==> src/rtl/seg7_capture_if.sv <==
// Frame output bus of seg7_capture: decoded digit codes, error flag, valid/ready and sticky overflow.
interface seg7_capture_if #(
  parameter int DIGITS = 4
);
  logic [4*DIGITS-1:0] out_codes;
  logic                out_err;
  logic                out_valid;
  logic                out_ready;
  logic                out_overflow;

  modport master (
    output out_codes,
    output out_err,
    output out_valid,
    output out_overflow,
    input  out_ready
  );

  modport slave (
    input  out_codes,
    input  out_err,
    input  out_valid,
    input  out_overflow,
    output out_ready
  );
endinterface

==> src/rtl/seg7_capture.sv <==
// Decodes a multiplexed active-low 7-segment bus back into frames of DIGITS 4-bit codes.
// Optional macro SEG7_CAP_DEDUP_EN drops frames identical to the last one accepted on the handshake.
module seg7_capture #(
  parameter int DIGITS        = 4,
  parameter int STABLE_CYCLES = 8
) (
  input  logic              clk,
  input  logic              rst,
  input  logic [6:0]        seg_in,
  input  logic [DIGITS-1:0] an_in,
  seg7_capture_if.master    frm
);

  localparam int         AW      = (DIGITS > 1) ? $clog2(DIGITS) : 1;
  localparam logic [7:0] CNT_HIT = 8'(STABLE_CYCLES - 1);

  typedef enum logic {ST_COLLECT, ST_HOLD} state_t;

  // Returns {err, code}; unknown patterns decode to 14 with err set.
  function automatic logic [4:0] decode(input logic [6:0] s);
    case (s)
      7'b1000000: return 5'h00;
      7'b1111001: return 5'h01;
      7'b0100100: return 5'h02;
      7'b0110000: return 5'h03;
      7'b0011001: return 5'h04;
      7'b0010010: return 5'h05;
      7'b0000010: return 5'h06;
      7'b1111000: return 5'h07;
      7'b0000000: return 5'h08;
      7'b0010000: return 5'h09;
      7'b0000110: return 5'h0A;
      7'b1111111: return 5'h0F;
      default:    return 5'h1E;
    endcase
  endfunction

  function automatic logic sel_one(input logic [DIGITS-1:0] an);
    int n;
    n = 0;
    for (int i = 0; i < DIGITS; i++)
      if (!an[i]) n++;
    return (n == 1);
  endfunction

  function automatic logic [AW-1:0] sel_idx(input logic [DIGITS-1:0] an);
    logic [AW-1:0] idx;
    idx = '0;
    for (int i = 0; i < DIGITS; i++)
      if (!an[i]) idx = AW'(i);
    return idx;
  endfunction

  logic [6:0]          r_seg_p0;
  logic [DIGITS-1:0]   r_an_p0;
  logic [7:0]          r_cnt;
  logic                r_committed;
  logic                w_same;
  logic                w_commit;
  logic [4:0]          w_dec;
  logic [AW-1:0]       w_idx;
  logic [DIGITS-1:0]   w_mask;

  logic [3:0]          r_slot_p1 [DIGITS];
  logic [DIGITS-1:0]   r_slot_err_p1;
  logic [DIGITS-1:0]   r_seen;
  logic                w_full;
  logic [4*DIGITS-1:0] w_frame_codes;
  logic                w_frame_err;

  logic [4*DIGITS-1:0] r_codes_p2;
  logic                r_err_p2;
  logic                r_ovf;
  state_t              r_state;
  state_t              w_state_nxt;
  logic                w_hs;
  logic                w_dup;
  logic                w_load;
  logic                w_clear;
  logic                w_ovf_set;

  // Stage p0: sample register and stability counter
  assign w_same = (seg_in == r_seg_p0) && (an_in == r_an_p0);

  always_ff @(posedge clk) begin
    r_seg_p0 <= seg_in;
    r_an_p0  <= an_in;
    if (rst) begin
      r_cnt       <= 8'd0;
      r_committed <= 1'b0;
    end else if (!w_same) begin
      r_cnt       <= 8'd0;
      r_committed <= 1'b0;
    end else begin
      if (r_cnt != 8'hFF) r_cnt <= r_cnt + 8'd1;
      if (r_cnt == CNT_HIT) r_committed <= 1'b1;
    end
  end

  assign w_commit = (r_cnt == CNT_HIT) && !r_committed && sel_one(r_an_p0);
  assign w_dec    = decode(r_seg_p0);
  assign w_idx    = sel_idx(r_an_p0);
  assign w_mask   = w_commit ? (DIGITS'(1) << w_idx) : '0;

  // Stage p1: per-digit slots and seen tracking
  always_ff @(posedge clk) begin
    if (w_commit) r_slot_p1[w_idx] <= w_dec[3:0];
  end

  always_ff @(posedge clk) begin
    if (rst) begin
      r_seen        <= '0;
      r_slot_err_p1 <= '0;
    end else begin
      // A commit landing on the clearing edge belongs to the next frame.
      r_seen        <= (w_clear ? '0 : r_seen) | w_mask;
      r_slot_err_p1 <= ((w_clear ? '0 : r_slot_err_p1) & ~w_mask) | (w_dec[4] ? w_mask : '0);
    end
  end

  assign w_full = &r_seen;

  always_comb begin
    w_frame_codes = '0;
    for (int i = 0; i < DIGITS; i++)
      w_frame_codes[4*i +: 4] = r_slot_p1[i];
  end

  assign w_frame_err = |r_slot_err_p1;
  assign w_hs        = (r_state == ST_HOLD) && frm.out_ready;

`ifdef SEG7_CAP_DEDUP_EN
  logic [4*DIGITS-1:0] r_last_codes;
  logic                r_last_err;

  always_ff @(posedge clk) begin
    if (rst) begin
      r_last_codes <= '1;
      r_last_err   <= 1'b0;
    end else if (w_hs) begin
      r_last_codes <= r_codes_p2;
      r_last_err   <= r_err_p2;
    end
  end

  // The frame being accepted this cycle is the reference for a simultaneous completion.
  assign w_dup = w_hs ? ({w_frame_codes, w_frame_err} == {r_codes_p2, r_err_p2})
                      : ({w_frame_codes, w_frame_err} == {r_last_codes, r_last_err});
`else
  assign w_dup = 1'b0;
`endif

  // Stage p2: frame FSM and output register
  always_comb begin
    w_state_nxt = r_state;
    w_load      = 1'b0;
    w_clear     = 1'b0;
    w_ovf_set   = 1'b0;
    case (r_state)
      ST_COLLECT: begin
        if (w_full) begin
          w_clear = 1'b1;
          if (!w_dup) begin
            w_load      = 1'b1;
            w_state_nxt = ST_HOLD;
          end
        end
      end
      ST_HOLD: begin
        if (w_full) begin
          w_clear = 1'b1;
          if (w_dup) begin
            if (w_hs) w_state_nxt = ST_COLLECT;
          end else if (w_hs) begin
            w_load = 1'b1;
          end else begin
            w_ovf_set = 1'b1;
          end
        end else if (w_hs) begin
          w_state_nxt = ST_COLLECT;
        end
      end
      default: w_state_nxt = ST_COLLECT;
    endcase
  end

  always_ff @(posedge clk) begin
    if (rst) begin
      r_state    <= ST_COLLECT;
      r_codes_p2 <= '1;
      r_err_p2   <= 1'b0;
      r_ovf      <= 1'b0;
    end else begin
      r_state <= w_state_nxt;
      if (w_load) begin
        r_codes_p2 <= w_frame_codes;
        r_err_p2   <= w_frame_err;
      end
      if (w_ovf_set) r_ovf <= 1'b1;
    end
  end

  assign frm.out_codes    = r_codes_p2;
  assign frm.out_err      = r_err_p2;
  assign frm.out_valid    = (r_state == ST_HOLD);
  assign frm.out_overflow = r_ovf;

endmodule

==> src/flat_wrapper.sv <==
// flat-port wrapper written by rule: the top's interface ports become plain ports
module seg7_capture_flat 
#(
  parameter int DIGITS        = 4,
  parameter int STABLE_CYCLES = 8
)
  (clk, rst, seg_in, an_in, frm_out_codes, frm_out_err, frm_out_valid, frm_out_overflow, frm_out_ready);
  seg7_capture_if #(.DIGITS(DIGITS)) frm_i ();
  input  logic clk;
  input  logic rst;
  input  logic [6:0] seg_in;
  input  logic [DIGITS-1:0] an_in;
  output wire logic [$bits(frm_i.out_codes)-1:0] frm_out_codes;
  output wire logic [$bits(frm_i.out_err)-1:0] frm_out_err;
  output wire logic [$bits(frm_i.out_valid)-1:0] frm_out_valid;
  output wire logic [$bits(frm_i.out_overflow)-1:0] frm_out_overflow;
  input wire logic [$bits(frm_i.out_ready)-1:0] frm_out_ready;
  assign frm_out_codes = frm_i.out_codes;
  assign frm_out_err = frm_i.out_err;
  assign frm_out_valid = frm_i.out_valid;
  assign frm_out_overflow = frm_i.out_overflow;
  assign frm_i.out_ready = frm_out_ready;
  seg7_capture #(.DIGITS(DIGITS), .STABLE_CYCLES(STABLE_CYCLES)) u_core (.clk(clk), .rst(rst), .seg_in(seg_in), .an_in(an_in), .frm(frm_i));
endmodule
==> config.mk <==
export PLATFORM = sky130hd
export DESIGN_NAME = seg7_capture_flat
export DESIGN_NICKNAME = d
export VERILOG_FILES = /design/src/rtl/seg7_capture_if.sv /design/src/rtl/seg7_capture.sv /design/src/flat_wrapper.sv
export SDC_FILE = /design/constraint.sdc
export NUM_CORES = 1
export LEC_CHECK = 0
export CELL_PAD_IN_SITES_DETAIL_PLACEMENT = 0
export CELL_PAD_IN_SITES_GLOBAL_PLACEMENT = 2
export CORE_MARGIN = 2
export CORE_UTILIZATION = 38
export CTS_CLUSTER_DIAMETER = 200
export DETAILED_ROUTE_END_ITERATION = 10
export GPL_ROUTABILITY_DRIVEN = 0
export GPL_TIMING_DRIVEN = 0
export PLACE_DENSITY = 0.87
export SYNTH_ARGS = -nofsm -noshare
export SYNTH_HDL_FRONTEND = slang
export SYNTH_SLANG_ARGS = --single-unit
==> constraint.sdc <==
create_clock -name clk -period 4.8 [get_ports clk]
set_input_delay 0.96 -clock clk [delete_from_list [all_inputs] [get_ports clk]]
set_output_delay 0.96 -clock clk [all_outputs]
set_load 0.005 [all_outputs]
[Yosys cells after proc, flatten, opt, wreduce, memory -nomap -nowiden]
Memory sizes are Yosys's and may differ from the RTL's. A register that Yosys moved wholly into a read port is not among the register bits.
Cells that the tools add are included.
Word-level totals
  flip-flop bits (word level): 31
  bits in writable memories: 16
  input bits: 14
  output and inout port bits: 19
  word-level logic and storage cells: 69
  memories kept: 1
Cells by class
  add/sub/neg operators: 4
  equal/unequal tests: 16
  shift-type cells: 1
  muxes and demuxes: 23
  bitwise operators: 6
  reductions and logical operators: 9
Memory list
  u_core.r_slot_p1: depth 4, width 4, read ports 4, clocked after Yosys merged registers in 4, write ports 1, RTL line seg7_capture.sv:64  | logic [3:0] r_slot_p1 [DIGITS];
Operators with widths (count)
  $mux W32: 3
  $add A32 B2 Y32 const B: 2
  $pmux W5 S12: 1
  $eq A32 B2 Y1 const B: 1
  $eq A7 B7 Y1 const B: 4
  $eq A7 B5 Y1 const B: 3
  $mux W4: 4
  $eq A7 B6 Y1 const B: 2
  $mux W1: 11
  $add A8 B1 Y8 const B: 1
  $eq A8 B3 Y1 const B: 1
  $ne A8 B8 Y1 const B: 1
  $or A4 B4 Y4: 2
  $eq A7 B2 Y1 const B: 1
  $eq A7 B3 Y1 const B: 1
  $eq A7 B7 Y1: 1
  $logic_not A7 Y1: 1
  $and A4 B4 Y4: 1
  $eq A4 B4 Y1: 1
  $logic_and A1 B1 Y1: 4
  $mux W2: 2
  $not A4 Y4: 1
  $pmux W1 S2: 2
  $reduce_and A4 Y1: 1
  other kinds (6): 7

[Logic depth before layout (Yosys ltp)]
  word-level depth: 13
  depth in mapped cells: 9
  mapped depth without buffers: 9

[Worst setup path after synthesis]
OpenSTA, ideal clock, no wires.
  path type: reg2reg
  start point: register u_core.r_an_p0[1]
  end point: memory u_core.r_slot_p1[2][0] (enable)
  library setup time: 0.361 ns
  arrival time: 2.069 ns
  data required time: 4.439 ns
  path slack: 2.370 ns
  stages on the path, launching flop included: 9
  path buffers: 1
  period minus slack after synthesis: 2.430 ns
  path through: dfxtp_1 inv_1 ha_1 buf_6 xnor2_1 ha_1 o311ai_0 o21ai_1 nor3_1
On the way
  cells in the longest elaborated chain, start to end: 9
  elaborated cells between the ends (all ways): 12
  those cells by class: add/sub: 2; eq/ne: 1; mux: 8; reduce/logical: 1
Ends and longest elaborated chain
  start, declared: RTL line seg7_capture.sv:55  | logic [DIGITS-1:0] r_an_p0;
  start signal, assigned: RTL line seg7_capture.sv:87  | r_an_p0 <= an_in;
  $mux W32: RTL line seg7_capture.sv:42  | if (!an[i]) n++;
  $add A32 B2 Y32: RTL line seg7_capture.sv:42
  $mux W32: RTL line seg7_capture.sv:42
  $add A32 B2 Y32: RTL line seg7_capture.sv:42
  $mux W32: RTL line seg7_capture.sv:42
  $eq A32 B2 Y1: RTL line seg7_capture.sv:43  | return (n == 1);
  $logic_and A1 B1 Y1: RTL line seg7_capture.sv:100  | assign w_commit = (r_cnt == CNT_HIT) && !r_committed && sel_one(r_an_p0);
  $mux W1: RTL line seg7_capture.sv:107  | if (w_commit) r_slot_p1[w_idx] <= w_dec[3:0];
  $mux W1 (not written as such): RTL line seg7_capture.sv:107
  end, declared: RTL line seg7_capture.sv:64
Several ways; a longest one is shown, not always the timed one.

[Final worst setup path]
  start point: register u_core.r_an_p0[1]
  end point: memory u_core.r_slot_p1[3][1] (enable)
Same word-level chain as after synthesis.

==> impl_metrics.yaml <==
finish:
  final_area_um2: 3320
  final_common_cell: "dfxtp_1"
  drive_gt1_share_pct: 11.7
  final_cell_mix: "47 x dfxtp_1, 31 x clkdlybuf4s50_1, 17 x nand2_1, 17 x a211o_1"
  utilization_pct: 48.7
  fin_nets: 312
  fill_cells: 672
  antenna_cells: 0
  area_delta_synth_final_pct: 22.9
floorplan:
  core-area_um2: 6830
  fp.dieW_um: 88.4
  num_rows: 30
  io_pins: 33
  die_h_um: 88.4
  start_util_pct: 39.6
  die-area_um2: 7810
worst_hold_path:
  holdPathStages: 1
  holdCritPathClass: "reg -> reg"
sta:
  finalClockSkew_ns: 0.00797
  slew_headroom_pct: 42.7
  min_period_ns: 2.77
  holdWs_ns: 0.449
  tightest_slew_ns: 0.852
  drv_slew: 0
  rsz0062_at_grt: "no"
  setup_viol_count_final: 0
  hold_viol_final: 0
  period_share_pct: 57.7
  finalSetupTns_ns: 0
  fmax_mhz: 361
placed_design:
  place_area_um2: 3140
  port_buffers: 31
  dp_hpwl_um: 3590
critical_path:
  crit_type: "reg -> reg"
  path_max_fanout: 8
  cp-end-kind: "register"
  critPathLaunchType: "register"
  cp.required_ns: 4.76
  arrival_ns: 2.74
  reg2reg_depth: 8
yosys:
  synth_area_leaders: "dfxtp_1 35%, edfxtp_1 18%, a211o_1 5.5%"
  yosysTopAreaCell: "dfxtp_1"
  synth_cell_types: 51
  synth.net_count: 270
  async_flop_share_pct: 0
  syn-cell-area_um2: 2710
  ys_seq_area_share_pct: 52.5
  synthesis.instances: 252
  yosys_warnings: 0
  synth.top_cell.area_share_pct: 34.8
  synth-seq-cells: 63
  synth_ff_type: "dfxtp_1"
  postSynthAreaPerCell_um2: 10.7
  synth_edf_count: 16
global_route:
  grt_use_total_pct: 14.4
  antenna_found_initial: 0
  grt_pass1_vias: 1798
  gr-total-overflow: 0
  grt_pass1_wl_um: 8490
  grt_max_degree: 12
pwr:
  ir_worst_vdd_mv: 0.175
  p_per_area_nw_per_um2: 320
  total_power_mw: 1.06
  leakagePower_nw: 1.23
drt:
  via_per_inst: 4.91
  drtIter0Drc: 71
  postRouteAntennaNets: 0
  num_vias: 1938
  drt-wirelength-per-cell_um: 12.9
  wl_um: 5110
  drc_errors: 0
  first_pass_iters: 4
clocking:
  cts-buffers-inserted: 9
  clk_latency_ns: 0.33
  postCtsSetupBuffers: 0
  cts.sinks: 63
  max-clock-path-buffers: 2
  cts_tree: "yes"
  hold_buffers: 0
  root_buffer: "clkbuf_8"
  ctsResizeCount: 0
  htreeDepth: 3
  clk_pin_slew_worst_paths_ns: 0.08
flow_run:
  maxCapViolCount: 0
status:
  outcome: "completed"
[per-stage QoR]
stage	cells	setup slack (ns)
after floorplan	252	2.37
after global placement	379	2.01
after detailed placement	379	2.00
after CTS	395	1.98
after global routing	395	1.71
final	395	2.03
[worst max-delay path, cell delays in order (launching register included)]
cell      delay, ns
dfxtp_1        0.41
inv_1          0.09
ha_1           0.29
buf_6          0.14
xnor2_1        0.12
ha_1           0.30
o311ai_0       0.26
o21ai_1        0.20
nor3_1         0.58
[cell type report]
cell class,count,area [µm²],area share (%)
Multi-Input combinational cell,169,1180,35.5
Sequential cell,63,1420,42.8
Tap cell,96,120,3.61
Clock inverter,6,61.3,1.84
Buffer,15,86.3,2.60
Clock buffer,10,128,3.84
Timing Repair Buffer,31,310,9.33
Inverter,5,18.8,0.565
[metal layers]
layer,part of all wire (%),wire length [µm],global-route usage [%]
met3,4.0,204,5.78
met1,50,2550,18.5
met4,1.1,55,4.55
met2,45,2310,22.4
met5,0,0,0
[kinds of logic after synthesis]
family / share of synthesized area (%)
xor+xnor: 5.18
mux: 2.59
flops: 52.5
buf+inv: 3.89
fa+ha+maj: 1.85
simple gates: 22.7
compound gates: 11.2
[synthesized netlist by cell type, types with 3 or more instances]
cell,number
dfxtp_1,47
a211o_1,17
nand2_1,17
edfxtp_1,16
nor2b_1,16
nor2_1,12
xor2_1,12
nand3_1,10
a21oi_1,8
clkbuf_1,8
mux2i_1,7
a31oi_1,5
inv_1,5
nand4_1,5
nor3_1,5
ha_1,4
nor4_1,4
or3_1,4
xnor2_1,4
a211oi_1,3
buf_6,3
nand2b_1,3
[state kept, by name, indices dropped and copies added (netlist names)]
| register | cells |
|---|---|
| u_core.r_seen | 4 |
| u_core.frm.out_err | 1 |
| u_core.r_slot_err_p1 | 4 |
| u_core.r_seg_p0 | 7 |
| u_core.r_an_p0 | 4 |
| frm_out_codes | 12 |
| u_core.frm.out_valid | 1 |
| u_core.r_committed | 1 |
| u_core.frm.out_overflow | 1 |
| u_core.r_cnt | 8 |
| u_core.frm.out_codes | 4 |
| u_core.r_slot_p1 | 16 |
[power by group]
part	internal, mW	total (mW)	switching, mW
Sequential	0.548	0.551	0.00329
Combinational	0.0317	0.0668	0.0351
Clock	0.238	0.446	0.207
[worst paths after layout]
path / from / to / slack, ns
max: u_core.r_an_p0[1]$_DFF_P_ / u_core.r_slot_p1[3][1]$_DFFE_PP_ / 2.03
min: u_core.r_slot_p1[3][1]$_DFFE_PP_ / u_core.frm.out_codes[13]$_SDFFE_PP1P_ / 0.45
max reg2reg: u_core.r_an_p0[1]$_DFF_P_ / u_core.r_slot_p1[3][1]$_DFFE_PP_ / 2.03
min reg2reg: u_core.r_slot_p1[3][1]$_DFFE_PP_ / u_core.frm.out_codes[13]$_SDFFE_PP1P_ / 0.45
(Power assumes the default switching activity.)
